[config.mk]
export PLATFORM = sky130hd
export DESIGN_NAME = serial_negate_rx
export DESIGN_NICKNAME = d
export VERILOG_FILES = /design/src/rtl/serial_negate_rx.sv
export SDC_FILE = /design/constraint.sdc
export NUM_CORES = 1
export LEC_CHECK = 0
export CORE_ASPECT_RATIO = 0.7
export CORE_UTILIZATION = 35
export DETAILED_ROUTE_END_ITERATION = 12
export PLACE_DENSITY = 0.68
export SETUP_SLACK_MARGIN = 0.05
export SYNTH_ARGS = -nofsm -noshare
export SYNTH_HDL_FRONTEND = slang
export SYNTH_SLANG_ARGS = --single-unit
[constraint.sdc]
create_clock -name t_clock -period 2.5 [get_ports t_clock]
set_input_delay 0.375 -clock t_clock [delete_from_list [all_inputs] [get_ports t_clock]]
set_output_delay 0.375 -clock t_clock [all_outputs]
set_load 0.03 [all_outputs]
[src/rtl/serial_negate_rx.sv]
// Serial two's-complement negator/deserializer, LSB first, one word per WIDTH accepted bits.
// Optional raw undecoded word output is enabled by defining SERIAL_NEGATE_RX_RAW_EN.
module serial_negate_rx #(
  parameter  int WIDTH = 8,
  localparam int CW    = $clog2(WIDTH)
) (
  input  logic             t_clock,
  input  logic             r,
  input  logic             x,
  input  logic             bit_valid,
  output logic             y,
  output logic [WIDTH-1:0] word,
  output logic             word_valid,
  output logic             ovf,
`ifdef SERIAL_NEGATE_RX_RAW_EN
  output logic [WIDTH-1:0] raw,
`endif
  output logic [CW-1:0]    bit_cnt
);

  typedef enum logic {
    PASS = 1'b0,
    INV  = 1'b1
  } state_t;

  localparam logic [WIDTH-1:0] MOST_NEG =
    {1'b1, {(WIDTH-1){1'b0}}};

  state_t           state;
  logic [WIDTH-2:0] sh;
  logic [WIDTH-1:0] next_sh;
  logic             last;

  assign y       = x ^ (state == INV);
  assign next_sh = {y, sh};
  assign last    = (bit_cnt == CW'(WIDTH-1));

`ifdef SERIAL_NEGATE_RX_RAW_EN
  logic [WIDTH-2:0] raw_sh;
  logic [WIDTH-1:0] next_raw;

  assign next_raw = {x, raw_sh};

  always_ff @(posedge t_clock) begin
    if (r) begin
      raw_sh <= '0;
      raw    <= '0;
    end else if (bit_valid) begin
      if (last) begin
        raw_sh <= '0;
        raw    <= next_raw;
      end else begin
        raw_sh <= next_raw[WIDTH-1:1];
      end
    end
  end
`endif

  always_ff @(posedge t_clock) begin
    if (r) begin
      state      <= PASS;
      bit_cnt    <= '0;
      sh         <= '0;
      word       <= '0;
      word_valid <= 1'b0;
      ovf        <= 1'b0;
    end else begin
      word_valid <= 1'b0;
      if (bit_valid) begin
        if (last) begin
          // word boundary: publish and restart decoding in PASS
          state      <= PASS;
          bit_cnt    <= '0;
          sh         <= '0;
          word       <= next_sh;
          ovf        <= (next_sh == MOST_NEG);
          word_valid <= 1'b1;
        end else begin
          bit_cnt <= bit_cnt + 1'b1;
          sh      <= next_sh[WIDTH-1:1];
          unique case (state)
            PASS:    state <= x ? INV : PASS;
            INV:     state <= INV;
            default: state <= PASS;
          endcase
        end
      end
    end
  end

endmodule

==> metrics.txt, run 1 <==
outcome=finished clean; Layout area overhead=25.6%; Main synth FF type=dfxtp_1; worst path arrival time=1.88 ns; Cell Rows=15; share of cells above drive strength 1=10.6%; CTS resizes=0; IO Count=18; crit-path most repeated cell=clkdlybuf4s50_1; core box area=2500 um^2; CP Capture Type=primary output; Via-to-Cell Ratio=4.99; Commonest cells post-synth=21 x dfxtp_1, 17 x a21oi_1, 9 x nand2b_1, 8 x nand3_1; die width=63.8 um; crit path time final=2.26 ns; DP Wirelength=1200 um; Vias=734; Power Density=535 nW/um^2; peak supply drop=0.000236 V; count leader, synth=dfxtp_1; Tcrit/Tclk final=90.2%; CTS tree=built; DRC=0; vias in the first global route=645; final setup TNS=0 ns; Warnings, synthesis=0; critical path's largest stage delay=0.69 ns; Syn Area/Cell=9.54 um^2; ant diodes=0; Rel. slew slack=53.7%; Synth Area in Compound Gates=18.7%; gr ovfl total=0; Max Clk Rate=443 MHz; Adder-Cell Fraction of Synth Area=5.35%; number of endpoints failing setup at the final stage=0; GPL Wtd Cong=0.685; critical path class=input port to primary output; PortBufs=17; DRT Pass-1 Iters=2; #FFs+latches synth=21; leakage=0.000428 uW; asr flop ratio synth=0%; Net Count, Synth=106; hold depth=2; Comb pwr share=9.9%; fin cells=147; XOR/XNOR Fraction of Synth Area=0%; wire length per cell=11.9 um; Worst Max-Slew Pin Slew=0.695 ns; Post-Syn Area=935 um^2; Setup crit start kind=input port; CTS Buf Count=3; switching pwr=146 uW; main combinational cell family by area after synthesis=simple AND/OR/NAND/NOR gates; Filler Cells Inserted=241; final net count=122; worst hold path class=register to register; CTS max path bufs=2; first-pass GRT wire length=3020 um; largest net degree at the start of global routing=30; total setup buffers inserted after CTS=0; Simple-Gate Fraction of Synth Area=23.0%; post-synth top area cell=dfxtp_1; sequential power share=55.0%; CTS sink count=21; Hold Buf Count CTS=0; Critical Path Fanout Max=4; CTS H-Tree Depth=1; Post-synth EDFFs=0; mux contribution to synthesized area=2.14%; antenna violations before repair=0; clk root buf=clkbuf_8; Worst EP required=2.12 ns; placed cells=143; clk_lat worst skew=0.26 ns; internal power=482 uW; clk slew on worst S/H paths=0.07 ns; Final ANT Viol Nets=0; Switching Share=23.3%; R2R depth=4; synth top area cells=dfxtp_1 45%, a21oi_1 9.1%, a21bo_2 7.5%; Die Footprint=2880 um^2; Pins Over Slew Limit=0; skew final=0.00566 ns; Initial Util=37.4%; sequential cell area fraction in the yosys report=45.0%; Final Hold Vio Count=0; final wirelength=1740 um; maxcap violations=0; Mapped Cells=98; gr usage total=14.1%; post-synth top area share=45.0%; clock group share of total power=35.1%; RSZ-0062 raised after global routing=false; crit-path cells=clkdlybuf4s50_1 -> inv_1 -> ha_1 -> clkdlybuf4s50_1; CP max-delay cell=clkdlybuf4s50_1; first-iteration detailed-routing DRC count=36; die extent in y=45.2 um; Netlist cell types=21
==> final timing paths <==
kind | endpoint | start | slack, ns
min | state | state | 0.47
min reg2reg | state | state | 0.47
max reg2reg | ovf | bit_cnt[0] | 0.83
max | y | x | 0.24
==> power groups by stage <==
stage	Clock, uW	Combinational, uW	Sequential (uW)
6_report	220	62.3	345
5_1_grt	245	68.4	346
2_1_floorplan	0	35.5	357
4_1_cts	229	63.1	345
3_3_place_gp	0	61.0	353
3_5_place_dp	0	62.7	353
==> flip-flops by register name (all words and copies together), names as in the netlist <==
| name | cells |
|---|---|
| bit_cnt | 3 |
| word_valid | 1 |
| word | 8 |
| state | 1 |
| sh | 7 |
| ovf | 1 |
==> per-layer routing <==
metal | wire, um | track usage, %
met2 | 791 | 21.5
met5 | 0 | 0
met1 | 867 | 18.7
met4 | 13 | 2.73
met3 | 71 | 6.06
==> logic make-up after synthesis <==
group                      after synthesis
AOI/OAI and AO/OA                       26
and+or+nand+nor                         35
adders and majority gates                4
buffers and inverters                   10
muxes                                    2
DFF                                     21
==> per-stage QoR <==
step	hold WS (ns)	area, um^2	power (uW)	worst slack, ns	utilization (%)
2_1_floorplan	0.446	935	393	0.940	-
3_3_place_gp	0.456	1130	414	0.274	45.2
3_5_place_dp	0.465	1130	416	0.239	45.2
4_1_cts	0.476	1170	637	0.233	47.0
5_1_grt	0.507	1170	660	0.201	47.0
6_report	0.472	1170	628	0.244	47.0
==> cell usage in the layout, fill, tap and decap left out, drive strengths merged <==
master,synthesis,layout
a21bo,8,8
nand3b,7,7
nand3,8,8
ha,4,4
or3b,2,2
buf,5,2
nor2,3,3
nand2,2,2
a21oi,17,17
inv,2,2
nand2b,9,9
nor4b,1,1
clkdlybuf4s50,0,17
nor2b,1,1
nor4,1,1
dfxtp,21,21
mux2i,2,2
a32o,1,1
and3b,1,1
clkbuf,3,4
==> worst max-delay path: cells and delay by family <==
| family | cells | cell delay (ns) |
|---|---|---|
| adder cells (fa/ha/maj) | 1 | 0.32 |
| buffers and inverters | 3 | 1.18 |
==> cell type report <==
class	instances	area (um^2)	share of cell area (%)
Clock buffer	4	45.0	3.84
Multi-Input combinational cell	67	460	39.2
Tap cell	34	42.5	3.62
Sequential cell	21	420	35.8
Inverter	2	7.51	0.640
Timing Repair Buffer	19	198	16.8
No activity file was read; power rests on OpenSTA's default activity.
==> run 2: changes to the inputs <==
- PLACE_DENSITY: 0.68 -> 0.7
- clock period: 2.5 -> 2 ns (I/O delays scaled with it)
==> run 2 against run 1 <==
Sequential share of layout area shrank 0.19 points. Largest power group unchanged. Count of clock-buffer cells in the layout fell by 1. Critical endpoint is now state. Via count up 0.14%. Wire length is 0.75% higher. Clock power up 25%. Die area stayed put. Power grew 25%. Critical path depth unchanged.
==> metrics.txt, run 2 (synthesized netlist as in run 1, its figures left out) <==
outcome=finished clean; Max Clk Rate=607 MHz; Final Hold Vio Count=0; Setup crit start kind=register; critical path class=register to register; clk_lat worst skew=0.26 ns; clk root buf=clkbuf_8; RSZ-0062 raised after global routing=false; internal power=600 uW; final net count=123; worst hold path class=register to register; CTS resizes=0; ant diodes=0; crit path time final=1.65 ns; maxcap violations=0; clock group share of total power=35.1%; CTS H-Tree Depth=1; die width=63.8 um; Final ANT Viol Nets=0; Die Footprint=2880 um^2; Regs by FF count=word x8, sh x7, bit_cnt x3; core box area=2500 um^2; gr usage total=13.7%; Worst EP required=2.20 ns; Switching Share=23.8%; Hold Buf Count CTS=0; Cell Rows=15; DRT Pass-1 Iters=4; antenna violations before repair=0; CTS max path bufs=2; CTS sink count=21; final wirelength=1760 um; Layout area overhead=26.2%; Pins Over Slew Limit=0; total setup buffers inserted after CTS=0; Critical Path Fanout Max=21; sequential power share=54.9%; IO Count=18; overall power=787 uW; final setup TNS=0 ns; Worst Max-Slew Pin Slew=0.688 ns; skew final=0.00341 ns; DP Wirelength=1210 um; placed inst area=1130 um^2; Util after Layout=47.3%; max reg flops=8; worst path arrival time=1.84 ns; number of endpoints failing setup at the final stage=0; Final Cell Area=1180 um^2; Comb pwr share=9.9%; Top reg by flops=word; CTS tree=built; PortBufs=17; peak supply drop=0.000248 V; first-iteration detailed-routing DRC count=39; gr ovfl total=0; final worst slack=0.351 ns; first-pass GRT wire length=2950 um; vias in the first global route=633; Vias=735; GPL Wtd Cong=0.736; switching pwr=187 uW; share of cells above drive strength 1=13.2%; CTS Buf Count=3; pre-CTS setup slack=0.333 ns; DRC=0; die extent in y=45.2 um; Tcrit/Tclk final=82.4%; commonest non-fill, non-tap cell in the layout=dfxtp_1; wire length per cell=11.9 um; leakage=0.000436 uW; commonest cells after routing, fill and taps aside=21 x dfxtp_1, 17 x a21oi_1, 16 x clkdlybuf4s50_1, 9 x nand2b_1, 8 x nand3_1; Via-to-Cell Ratio=4.97; clk slew on worst S/H paths=0.08 ns; Initial Util=37.4%; Power Density=667 nW/um^2; largest net degree at the start of global routing=22; Rel. slew slack=54.1%; CP Capture Type=register
## run 2: power by group through the flow
| stage | registers [uW] | logic, uW | clock network (uW) |
|---|---|---|---|
| 5_1_grt | 433 | 85.8 | 304 |
| 4_1_cts | 432 | 78.8 | 289 |
| 6_report | 432 | 78.3 | 276 |
| 3_3_place_gp | 441 | 76.6 | 0 |
| 3_5_place_dp | 442 | 78.7 | 0 |
| 2_1_floorplan | 447 | 44.4 | 0 |
## run 2: final cells by class
class / instances / area (um^2)
Fill cell: 241 / 1320
Multi-Input combinational cell: 67 / 460
Sequential cell: 21 / 420
Timing Repair Buffer: 20 / 203
Tap cell: 34 / 42.5
Clock buffer: 3 / 41.3
Inverter: 2 / 7.51
Clock inverter: 1 / 5.00
## run 2: worst paths after layout
path	from	endpoint	slack (ns)	cells after the start
worst max-delay path	bit_cnt[0]	state	0.35	4
worst max register to register	bit_cnt[0]	state	0.35	4
worst min register to register	state	state	0.48	2
worst min-delay path	state	state	0.48	2
## run 2: per-stage QoR
step | hold slack [ns] | cells
2_1_floorplan | 0.446 | 98
3_3_place_gp | 0.456 | 144
3_5_place_dp | 0.472 | 144
4_1_cts | 0.481 | 148
5_1_grt | 0.508 | 148
6_report | 0.479 | 148
## run 2: critical path, cell delays in order, from the launching register on
cell and delay, ns:
dfxtp_1 0.34, ha_1 0.22, ha_1 0.43, or3b_1 0.46, a21oi_1 0.14
## run 2: metal layers
metal,track usage [%],wire length [um]
met3,5.30,107
met4,4.09,10
met2,21.7,787
met1,17.5,851
met5,0,0
